## config.mk

```make
export PLATFORM = sky130hd
export DESIGN_NAME = aom_dac_spi_tx
export DESIGN_NICKNAME = d
export VERILOG_FILES = /design/src/rtl/aom_dac_spi_tx.sv
export SDC_FILE = /design/constraint.sdc
export NUM_CORES = 1
export LEC_CHECK = 0
export ABC_AREA = 1
export BUFFER_PORTS_ARGS = -buffer_cell sky130_fd_sc_hd__buf_2
export CAP_MARGIN = 40
export CORE_ASPECT_RATIO = 0.9
export CORE_MARGIN = 3
export CORE_UTILIZATION = 30
export DETAILED_ROUTE_END_ITERATION = 16
export PLACE_DENSITY_LB_ADDON = 0.2
export SLEW_MARGIN = 20
export SYNTH_ARGS = -nofsm -noshare
export SYNTH_HDL_FRONTEND = slang
export SYNTH_SLANG_ARGS = --single-unit
```

## constraint.sdc

```tcl
create_clock -name clk_i -period 2.25 [get_ports clk_i]
set_input_delay 0.1125 -clock clk_i [delete_from_list [all_inputs] [get_ports clk_i]]
set_output_delay 0.1125 -clock clk_i [all_outputs]
set_load 0.02 [all_outputs]
```

## src/rtl/aom_dac_spi_tx.sv

```systemverilog
// AOM DAC SPI transmitter: latest-wins update buffer feeding 16-bit SYNC_n/SCLK/DIN frames.
// Optional overload monitor enabled by defining AOM_OVERLOAD_MON_EN.
module aom_dac_spi_tx #(
   parameter int unsigned SCLK_DIV  = 4,
   parameter int unsigned CS_GAP    = 4,
   parameter logic [11:0] SAFE_CODE = 12'h000
) (
   input  logic        clk_i,
   input  logic        rst_n_i,
   input  logic        aom_en_i,
   input  logic [11:0] aom_voltage_i,
   input  logic [11:0] aom_overload_vol_thre_i,
   input  logic [31:0] aom_overload_timeout_i,
   input  logic        fault_clr_i,
   output logic        busy_o,
   output logic        upd_drop_o,
   output logic [11:0] dac_cur_o,
   output logic        aom_fault_o,
   output logic        DAC_SYNC_N,
   output logic        DAC_SCLK,
   output logic        DAC_DIN
);

   localparam int unsigned PH_W = $clog2(2 * SCLK_DIV);
   localparam int unsigned GP_W = $clog2(CS_GAP + 1);
   localparam logic [PH_W-1:0] PH_LAST = PH_W'(2 * SCLK_DIV - 1);
   localparam logic [PH_W-1:0] PH_HIGH = PH_W'(SCLK_DIV);
   localparam logic [GP_W-1:0] GP_LAST = GP_W'(CS_GAP - 1);

   typedef enum logic [1:0] {
      IDLE,
      LOAD,
      SHIFT,
      GAP
   } state_t;

   state_t state_q, state_d;
   logic [PH_W-1:0] ph_q, ph_d;
   logic [3:0] bit_q, bit_d;
   logic [GP_W-1:0] gap_q, gap_d;
   logic [11:0] code_q, code_d;
   logic [11:0] pend_q, pend_d;
   logic pend_v_q, pend_v_d;
   logic [11:0] cur_q, cur_d;
   logic drop_q, drop_d;
   logic sync_n_q, sync_n_d;
   logic sclk_q, sclk_d;
   logic din_q, din_d;
   logic launch;
   logic [15:0] word_d;
   logic fault;
   logic trip;

`ifdef AOM_OVERLOAD_MON_EN
   logic [31:0] cnt_q, cnt_d;
   logic fault_q, fault_d;
   logic over;

   always_comb begin
      over = (cur_q > aom_overload_vol_thre_i) &&
             (aom_overload_timeout_i != 32'd0);
      cnt_d = 32'd0;
      if (over) begin
         cnt_d = (&cnt_q) ? cnt_q : cnt_q + 32'd1;
      end
      // Only trips from the clear state, so a saturated count cannot re-arm it.
      trip = over && !fault_q && (cnt_d == aom_overload_timeout_i);
      fault_d = fault_q;
      if (trip) begin
         fault_d = 1'b1;
      end else if (fault_clr_i) begin
         fault_d = 1'b0;
         cnt_d = 32'd0;
      end
   end

   always_ff @(posedge clk_i) begin
      if (!rst_n_i) begin
         cnt_q <= 32'd0;
         fault_q <= 1'b0;
      end else begin
         cnt_q <= cnt_d;
         fault_q <= fault_d;
      end
   end

   assign fault = fault_q;
`else
   logic unused_mon;
   assign unused_mon = ^{aom_overload_vol_thre_i, aom_overload_timeout_i, fault_clr_i};
   assign fault = 1'b0;
   assign trip = 1'b0;
`endif

   always_comb begin
      state_d = state_q;
      ph_d = ph_q;
      bit_d = bit_q;
      gap_d = gap_q;
      code_d = code_q;
      pend_d = pend_q;
      pend_v_d = pend_v_q;
      cur_d = cur_q;
      drop_d = 1'b0;
      launch = 1'b0;

      if (aom_en_i) begin
         drop_d = fault | trip | pend_v_q;
         if (!(fault | trip)) begin
            pend_d = aom_voltage_i;
            pend_v_d = 1'b1;
         end
      end
      if (trip) begin
         pend_d = SAFE_CODE;
         pend_v_d = 1'b1;
      end

      unique case (state_q)
         IDLE: launch = pend_v_d;
         LOAD: begin
            state_d = SHIFT;
            ph_d = '0;
            bit_d = 4'd15;
         end
         SHIFT: begin
            if (ph_q == PH_LAST) begin
               ph_d = '0;
               if (bit_q == 4'd0) begin
                  state_d = GAP;
                  gap_d = '0;
                  cur_d = code_q;
               end else begin
                  bit_d = bit_q - 4'd1;
               end
            end else begin
               ph_d = ph_q + 1'b1;
            end
         end
         GAP: begin
            if (gap_q == GP_LAST) begin
               state_d = IDLE;
               launch = pend_v_d;
            end else begin
               gap_d = gap_q + 1'b1;
            end
         end
         default: state_d = IDLE;
      endcase

      if (launch) begin
         state_d = LOAD;
         code_d = pend_d;
         pend_v_d = 1'b0;
      end

      // Pin levels are registered from the next state to keep them glitch free.
      word_d = {2'b00, code_d, 2'b00};
      sync_n_d = !((state_d == LOAD) || (state_d == SHIFT));
      sclk_d = 1'b1;
      din_d = 1'b0;
      if (state_d == LOAD) begin
         din_d = word_d[15];
      end else if (state_d == SHIFT) begin
         sclk_d = (ph_d < PH_HIGH);
         din_d = word_d[bit_d];
      end
   end

   always_ff @(posedge clk_i) begin
      if (!rst_n_i) begin
         state_q <= IDLE;
         ph_q <= '0;
         bit_q <= 4'd0;
         gap_q <= '0;
         code_q <= 12'd0;
         pend_q <= 12'd0;
         pend_v_q <= 1'b0;
         cur_q <= 12'd0;
         drop_q <= 1'b0;
         sync_n_q <= 1'b1;
         sclk_q <= 1'b1;
         din_q <= 1'b0;
      end else begin
         state_q <= state_d;
         ph_q <= ph_d;
         bit_q <= bit_d;
         gap_q <= gap_d;
         code_q <= code_d;
         pend_q <= pend_d;
         pend_v_q <= pend_v_d;
         cur_q <= cur_d;
         drop_q <= drop_d;
         sync_n_q <= sync_n_d;
         sclk_q <= sclk_d;
         din_q <= din_d;
      end
   end

   assign busy_o = (state_q != IDLE);
   assign upd_drop_o = drop_q;
   assign dac_cur_o = cur_q;
   assign aom_fault_o = fault;
   assign DAC_SYNC_N = sync_n_q;
   assign DAC_SCLK = sclk_q;
   assign DAC_DIN = din_q;

endmodule

```

Word-level counts from Yosys, hierarchy flattened
Index checks and enable logic that the tools add are counted.
Word-level totals
  register bits after elaboration: 53
  bits of input ports: 60
Cells by class
  bitwise operators: 2
  $lt $le $gt $ge: 2
  eq/ne operators: 10
  reduce and logical (&&, ||, !) cells: 11
  add/sub/neg operators: 3
  multiplexer cells: 21
Operators with widths (count)
  2-to-1 mux 12 bit: 2
  2-to-1 mux 3 bit: 4
  case mux 3 bit (2 select lines): 2
  2-to-1 mux 2 bit: 4
  2-to-1 mux 4 bit: 2
  case mux 4 bit (2 select lines): 1
  adder 3 x 1 -> 3 bit, second input constant: 2
  equality test 2 bit, second input constant: 3
  != test 2 bit, second input constant: 3
  case mux 2 bit (3 select lines): 1
  < comparator 4 x 5 -> 1 bit, second input constant: 1
  binary-select mux 1 bit (select 4 bit): 1
  equality test 2 x 1 -> 1 bit, second input constant: 2
  logical NOT 4 bit: 1
  AND reduction 4 bit: 1
  nonzero test 2 bit: 2
  subtractor 4 x 1 -> 4 bit, second input constant: 1
  equality test 3 x 2 -> 1 bit, second input constant: 1
  equality test 3 bit, second input constant: 1
  < comparator 3 bit, second input constant: 1
  2-to-1 mux 1 bit: 3
  AND reduction 3 bit: 1
  OR reduction 3 bit: 1
  logical NOT 2 bit: 1
  other kinds (6): 7

Logic depth before layout (Yosys ltp)
Gate-level depths: netlist (run 1).
  depth in word-level cells: 8
  mapped depth: 17

Least setup slack after synthesis (run 1)
OpenSTA, ideal clock, no wires.
  path kind: register to register
  start: register ph_q[0]
  end: register sync_n_q, in the netlist DAC_SYNC_N
  clock period less this slack: 2.085 ns
  arrival: 1.962 ns
  library setup time: 0.123 ns
  slack: 0.165 ns
  data required time: 2.127 ns
  path buffers: 1
  cell stages (with the launch flop): 13
  path through: dfxtp_1 > ha_1 > ha_1 > buf_4 > nand2_1 > inv_1 > nand2_1 > nor2_2 > inv_1 > o211ai_1 > inv_1 > ha_1 > or2_2
On the way
  cells in the longest elaborated chain, start to end: 7
  elaborated cells between the ends (all ways): 8
  those cells by class: eq/ne (3); mux (3); reduce/logical (2)
Ends and longest elaborated chain
  from (decl): line 38  | logic [PH_W-1:0] ph_q, ph_d;
  from (signal assigned): line 186  | ph_q <= ph_d;
  equality test 3 bit (*): line 127  | if (ph_q == PH_LAST) begin
  2-to-1 mux 2 bit (*): line 127
  case mux 2 bit (3 select lines) (*): line 119  | unique case (state_q)
  2-to-1 mux 2 bit (*): line 151  | if (launch) begin
  named net state_d[0]: line 37  | state_t state_q, state_d;
  equality test 2 x 1 -> 1 bit / equality test 2 bit (equally long branches): line 159  | sync_n_d = !((state_d == LOAD) || (state_d == SHIFT));
  logical OR 1 bit (*): line 159
  logical NOT 1 bit (*): line 159
  named net sync_n_d: line 46  | logic sync_n_q, sync_n_d;
  to (signal assigned): line 194  | sync_n_q <= sync_n_d;
  to (decl): line 46
Mark *: on every way through the listed nets, which the timed path passes. The rest lies on a longest branch.
A chain may end at the register's enable or synchronous reset.

Final worst setup path (run 1)
Ends and elaborated chain as after synthesis.

==> impl_metrics.py, run 1 <==
metrics = {
    "synth": {
        "synthMuxAreaShare": 0.02909,
        "synth_cell_types": 31,
        "synth_top_family_by_area": "simple AND/OR/NAND/NOR gates",
        "netlist_top_cells_area": "dfxtp_1 44%, nand2_1 9.2%, nor2_1 9.2%, inv_1 6.9%, ha_1 5.7%",
        "synth_top_area_frac": 0.4405,
        "ys_seq_elements": 53,
        "synth_edf_count": 0,
        "synth_area_per_cell_um2": 7.366,
        "yosys-top-cells-count": "59 x nand2_1, 59 x nor2_1, 53 x dfxtp_1",
        "ys_async_sr_fraction": 0,
        "synth_ff_type": "dfxtp_1",
        "ys_seq_area_frac": 0.4405,
        "synth-compound-area-share": 0.1169,
        "syn_area_um2": 2409,
        "synth-xor-area-share": 0,
        "synth_nets": 398,
        "synthCells": 327,
        "synth_simple_gate_area_frac": 0.2551,
        "synthAdderAreaFrac": 0.05714,
        "yosys.area.top_type": "dfxtp_1",
        "synth_warnings": 0,
    },
    "route": {
        "wl_mm": 5.562,
        "viasPerCell": 4.426,
        "ant_nets": 0,
        "drc_errors": 0,
        "dr.pass1.iters": 5,
        "wl_per_cell_um": 12.09,
        "vias": 2036,
        "drtIter0Drc": 115,
    },
    "worst_setup_path": {
        "required_ns": 2.46,
        "cp_max_fo": 3,
        "critPathArrivalTime_ns": 2.32,
        "critical_path_class": "register to register",
        "start_kind": "register",
        "worstSetupEndpointType": "register",
    },
    "die": {
        "coreArea_um2": 7657,
        "fp.dieW_um": 100.5,
        "rows": 30,
        "io_pins": 78,
        "die-area_um2": 9141,
        "initial_core_util": 0.3145,
        "die_y_um": 91.01,
    },
    "final_layout": {
        "seqCellArea_um2": 1066,
        "n_antenna_cell": 0,
        "synthToLayoutAreaGrowth_pct": 17.30,
        "layout.nets": 434,
        "drive_gt1_frac": 0.2198,
        "multiInputGateArea_um2": 1142,
        "fillers": 843,
    },
    "global_route": {
        "grt_usage": 0.1284,
        "grt_max_degree": 31,
        "gr-total-overflow": 0,
        "grt_pass1_wl_mm": 9.453,
        "first_global_vias": 2010,
        "antenna_found_initial": 0,
    },
    "sta": {
        "post-route-min-period_ns": 2.117,
        "hold_viol": 0,
        "fin_skew_ns": 0.008894,
        "fin_crit_sh": 0.9407,
        "fin_setup_tns_ns": 0,
        "setup_viol": 0,
        "fin_ws_ns": 0.1335,
        "drv_slew": 0,
        "fmax_mhz": 472.5,
        "rsz0062_at_grt": "false",
    },
    "power": {
        "power_leakage_nw": 1.368,
        "ir_drop_v": 0.0003835,
        "pwr_density_cell_nw_per_um2": 1125,
    },
    "clock_tree": {
        "htree_levels": 2,
        "cts_tree": "yes",
        "clock_path_buffers": 2,
        "cts_hold_buf": 0,
        "cts.sinks": 53,
        "clk_pin_slew_ns": 0.10,
        "cts_root_buf": "clkbuf_8",
        "numCtsBuffers": 5,
        "clk_latency_ns": 0.31,
    },
    "placement": {
        "dp_slack_ns": 0.07456,
        "io_buffers": 31,
        "detailed_place_hpwl_mm": 4.029,
        "gp_congestion": 0.7686,
    },
    "job": {
        "maxCapViolations": 0,
    },
    "status": {
        "outcome": "finished, final reports clean",
    },
    "hold_path": {
        "hp-class": "input pin to register",
    },
}
cells in the final DEF (no fill, tap or decap), types with 2 or more instances in the layout:
master	count
nor2_1	57
nand2_1	56
dfxtp_1	49
inv_1	43
buf_2	31
o21ai_0	25
nand3_1	16
buf_4	8
a21oi_1	7
mux2i_1	7
ha_1	7
nand2_2	6
clkbuf_8	5
inv_2	4
o21ai_1	4
or2_2	4
ha_2	4
dfxtp_2	4
nor2_2	3
o21ai_2	3
a21oi_2	2
o211a_1	2
nand4_1	2
state kept, by name, summed over array words and instances (netlist names):
| name | flops |
|---|---|
| ph_q | 3 |
| state_q | 2 |
| dac_cur_o | 12 |
| code_q | 12 |
| upd_drop_o | 1 |
| pend_q | 12 |
| bit_q | 4 |
| pend_v_q | 1 |
| gap_q | 3 |
| DAC_DIN | 1 |
| DAC_SYNC_N | 1 |
| DAC_SCLK | 1 |
layout make-up:
cell class                      instances  share of cell area
Sequential cell                        53              0.3773
Timing Repair Buffer                   40             0.08016
Clock buffer                            5             0.02436
Clock inverter                          3            0.007529
Tap cell                               96             0.04252
Multi-Input combinational cell        215              0.4043
Inverter                               48             0.06377
cells by family (layout without fill, tap and decap cells):
kind of cell	after synthesis	in the layout
other	1	1
and+or+nand+nor	147	147
AOI/OAI and AO/OA	49	49
muxes	7	7
DFF	53	53
adders and majority gates	11	11
buffers and inverters	59	96
critical path, cell delays in order (launching register included):
cell      delay, ns
dfxtp_2        0.35
ha_1           0.15
ha_2           0.17
nand2_1        0.05
inv_1          0.06
nand2_1        0.07
nor2_2         0.14
inv_2          0.05
o211ai_1       0.32
inv_1          0.08
ha_1           0.28
or2_2          0.29
timing repair:
action | in CTS | in global routing
setup endpoints to repair | 0 | 1
gates resized for setup | 0 | 18
buffers inserted | 0 | 0
worst paths after layout:
path | from | to | slack [ns] | depth (start not counted)
min reg2reg | ph_q[0] | ph_q[0] | 0.46 | 1
max | ph_q[0] | DAC_SYNC_N | 0.13 | 11
min | aom_voltage_i[11] | pend_q[11] | 0.07 | 3
max reg2reg | ph_q[0] | DAC_SYNC_N | 0.13 | 11
layer usage:
metal / track usage / part of all wire / wire [µm] / vias to the layer above
met2: 0.1921 / 0.43 / 2384 / 35
met1: 0.1812 / 0.52 / 2911 / 897
met5: 0 / 0 / 0 / -
li1: - / - / - / 1097
met4: 0.04714 / 0.014 / 77 / 0
met3: 0.02611 / 0.034 / 189 / 7
per-stage QoR:
step,area [µm²],hold slack [ns],utilization,total power [mW],std cells
2_1_floorplan,2409,0.2737,-,2.216,327
3_3_place_gp,2691,0.3907,0.3515,2.558,452
3_5_place_dp,2691,0.3956,0.3515,2.567,452
4_1_cts,2781,0.06069,0.3632,3.139,460
5_1_grt,2825,0.09757,0.3690,3.482,460
6_report,2825,0.07289,0.3690,3.177,460
report_power, final:
group | leakage, nW | switching (mW) | internal [mW]
Sequential | 0.435 | 0.0850 | 1.09
Combinational | 0.889 | 0.928 | 0.516
Clock | 0.0445 | 0.334 | 0.222
Total | 1.37 | 1.35 | 1.83
(Power assumes the default switching activity.)
==> run 2: changes to the inputs <==
- ABC_AREA: 1 -> unset
==> run 2 against run 1 <==
Compared with the run above:
- the run now ends with negative setup slack left
- synthesized cell count fell by 19%
- power rose by 20%
- wire length rose by 5.0%
- critical path depth fell by 2
- cell area rose by 15%
- first-iteration DRC count fell by 37%
- combinational power rose by 40%
- clock-buffer cell count rose by 1
- clock skew fell by 0.0015 ns
- clock power rose by 18%
- die area fell by 1.9%
- critical path type unchanged
- critical endpoint is now DAC_DIN
- largest power group unchanged
- highest routed layer unchanged
==> impl_metrics.py, run 2 <==
metrics = {
    "status": {
        "outcome": "finished, violations left",
        "violations": "negative setup slack",
    },
    "global_route": {
        "grt_pass1_wl_mm": 9.542,
        "gr-total-overflow": 0,
        "grt_max_degree": 31,
        "antenna_found_initial": 0,
        "grt_usage": 0.1340,
        "first_global_vias": 1875,
    },
    "synth": {
        "syn_area_um2": 2360,
        "synth_simple_gate_area_frac": 0.2015,
        "synth_area_per_cell_um2": 8.871,
        "synth_cell_types": 39,
        "yosysMostFrequentCell": "dfxtp_1",
        "synthCells": 266,
        "synth_warnings": 0,
        "yosys-top-cells-count": "53 x dfxtp_1, 42 x nand2_1, 32 x nor2_1",
        "synth_top_area_frac": 0.4496,
        "synth_edf_count": 0,
        "synth_ff_type": "dfxtp_1",
        "synth-compound-area-share": 0.1273,
        "ys_async_sr_fraction": 0,
        "ys_seq_elements": 53,
        "netlist_top_cells_area": "dfxtp_1 45%, mux2i_1 6.8%, nand2_1 6.7%, ha_1 5.8%, nor2_1 5.1%",
        "synth-xor-area-share": 0,
        "synthMuxAreaShare": 0.1156,
        "synth_top_family_by_area": "simple AND/OR/NAND/NOR gates",
        "synth_nets": 337,
        "synthAdderAreaFrac": 0.05832,
        "ys_seq_area_frac": 0.4496,
        "yosys.area.top_type": "dfxtp_1",
    },
    "final_layout": {
        "multiInputGateArea_um2": 1376,
        "synthToLayoutAreaGrowth_pct": 38.23,
        "seqCellArea_um2": 1071,
        "fillers": 778,
        "layout.cells.non_filler": 436,
        "layout_commonest_cell": "dfxtp_1",
        "drive_gt1_frac": 0.4012,
        "mostFrequentLayoutCells": "47 x dfxtp_1, 43 x buf_4, 41 x nand2_1, 31 x nor2_1, 31 x buf_2",
        "layout.nets": 409,
    },
    "worst_setup_path": {
        "cp_cell_sequence": "ha_4 > ha_4 > buf_4 > nor4b_2 > a31o_2 > a22oi_2 > a21oi_1 > or3_1 > a2111oi_2",
        "ff2ff_setup_slack_ns": -0.07,
        "crit_buf_inv": 1,
        "cp_max_fo": 7,
        "critPathArrivalTime_ns": 2.53,
        "start_kind": "register",
        "slowest_stage": "dfxtp_2",
        "slowest_delay_ns": 0.35,
        "required_ns": 2.46,
        "r2r_start": "ph_q[1]",
        "worstSetupEndpointType": "register",
        "worstSetupStartpoint": "ph_q[1]",
        "path_delay_family": "compound AO/OA/AOI/OAI gates",
        "crit_top_cell": "ha_4",
        "critical_path_class": "register to register",
    },
    "hold_path": {
        "hp-class": "input pin to register",
        "hold_start": "aom_voltage_i[0]",
    },
    "placement": {
        "io_buffers": 31,
        "detailed_place_hpwl_mm": 4.109,
        "gp_congestion": 0.8304,
        "dp.cells": 420,
    },
    "die": {
        "fp.dieW_um": 99.49,
        "io_pins": 78,
        "initial_core_util": 0.3112,
        "rows": 30,
        "die_y_um": 90.14,
        "coreArea_um2": 7582,
        "die-area_um2": 8968,
    },
    "route": {
        "met1_length_mm": 3.063,
        "wl_per_cell_um": 13.40,
        "vias": 2012,
        "viasPerCell": 4.615,
        "dr.pass1.iters": 6,
        "ant_nets": 0,
        "met2_length_mm": 2.508,
        "wl_met3_um": 208,
        "drtIter0Drc": 73,
        "drc_errors": 0,
        "wl_mm": 5.841,
        "top_layer_used": "met4",
    },
    "power": {
        "power_leakage_nw": 1.379,
        "ir_drop_v": 0.0004546,
        "pwr_density_cell_nw_per_um2": 1170,
    },
    "clock_tree": {
        "cts_root_buf": "clkbuf_8",
        "cts_hold_buf": 0,
        "clk_latency_ns": 0.31,
        "htree_levels": 2,
        "cts.sinks": 53,
        "numCtsBuffers": 5,
        "clock_path_buffers": 2,
        "clk_pin_slew_ns": 0.10,
        "cts_tree": "yes",
    },
    "sta": {
        "fmax_mhz": 430.2,
        "post-route-min-period_ns": 2.324,
        "hold_viol": 0,
        "rsz0062_at_grt": "true",
        "fin_setup_tns_ns": -0.07448,
        "fin_crit_sh": 1.033,
        "fin_skew_ns": 0.007401,
        "drv_slew": 0,
        "setup_viol": 1,
        "fin_ws_ns": -0.07448,
    },
    "job": {
        "maxCapViolations": 0,
    },
}
-- run 2: changes by cell type after synthesis, sizes merged, moves of 3 or more --
cell    delta
nor2      -29
and2       +9
nand2     -20
mux2      +10
nand3     -12
o21ai     -21
a22oi      +5
nand2b     +5
inv       -35
a21oi     +12
or2        -3
nor3       +3
mux2i      +9
-- run 2: what timing repair did --
item	4_1_cts	5_1_grt
setup buffers	5	2
pin swaps	8	7
resized for setup	29	12
endpoints found under the setup margin	2	3
-- run 2: area by class of cell --
cell class,count,area share
antenna,1,0.0007672
clock buffer,6,0.02225
clock inverter,2,0.01189
inverter,12,0.01381
multi-input combinational,188,0.4219
sequential,53,0.3283
tap,96,0.03682
timing repair buffer,78,0.1642
-- run 2: cell families after synthesis --
| logic type | Yosys count |
|---|---|
| AND/OR/NAND/NOR | 104 |
| flip-flops | 53 |
| AO/OA/AOI/OAI | 46 |
| multiplexers | 26 |
| buffers and inverters | 25 |
| adder cells (fa/ha/maj) | 11 |
| other | 1 |
-- run 2: where the power goes --
| part | switching [mW] | leakage, nW | total (mW) | internal, mW |
|---|---|---|---|---|
| Sequential | 0.0720 | 0.435 | 1.15 | 1.07 |
| Combinational | 0.980 | 0.889 | 2.01 | 1.03 |
| Clock | 0.323 | 0.0554 | 0.658 | 0.335 |
-- run 2: worst paths after layout --
check,end,cells past startpoint
setup / recovery,DAC_DIN,9
hold / removal,pend_q[0],3
hold reg to reg,dac_cur_o[0],2
setup reg to reg,DAC_DIN,9
-- run 2: worst reg2reg max path: cells and delay by family (launching register included) --
family	cells	cell delay, ns
DFF	1	0.35
adders and majority gates	2	0.31
AOI/OAI and AO/OA	4	0.92
and+or+nand+nor	2	0.50
buffers and inverters	1	0.15
-- run 2: stage by stage --
step | hold slack [ns] | worst slack [ns] | power, mW | util | cell area [µm²]
after floorplan | 0.1855 | -0.01851 | 2.161 | - | 2422
after global placement | 0.3800 | -0.1492 | 2.836 | 0.3886 | 2947
after detailed placement | 0.3810 | -0.09581 | 2.822 | 0.3886 | 2947
after CTS | 0.05768 | -0.06953 | 3.724 | 0.4223 | 3202
after global routing | 0.06038 | -0.1766 | 4.088 | 0.4299 | 3259
final | 0.05868 | -0.07448 | 3.817 | 0.4302 | 3262
-- run 2: per-layer routing --
| metal | track usage | up-vias |
|---|---|---|
| met5 | 0 | - |
| met4 | 0.03754 | 0 |
| met3 | 0.03724 | 4 |
| met2 | 0.1896 | 33 |
| met1 | 0.1978 | 943 |
| li1 | - | 1032 |
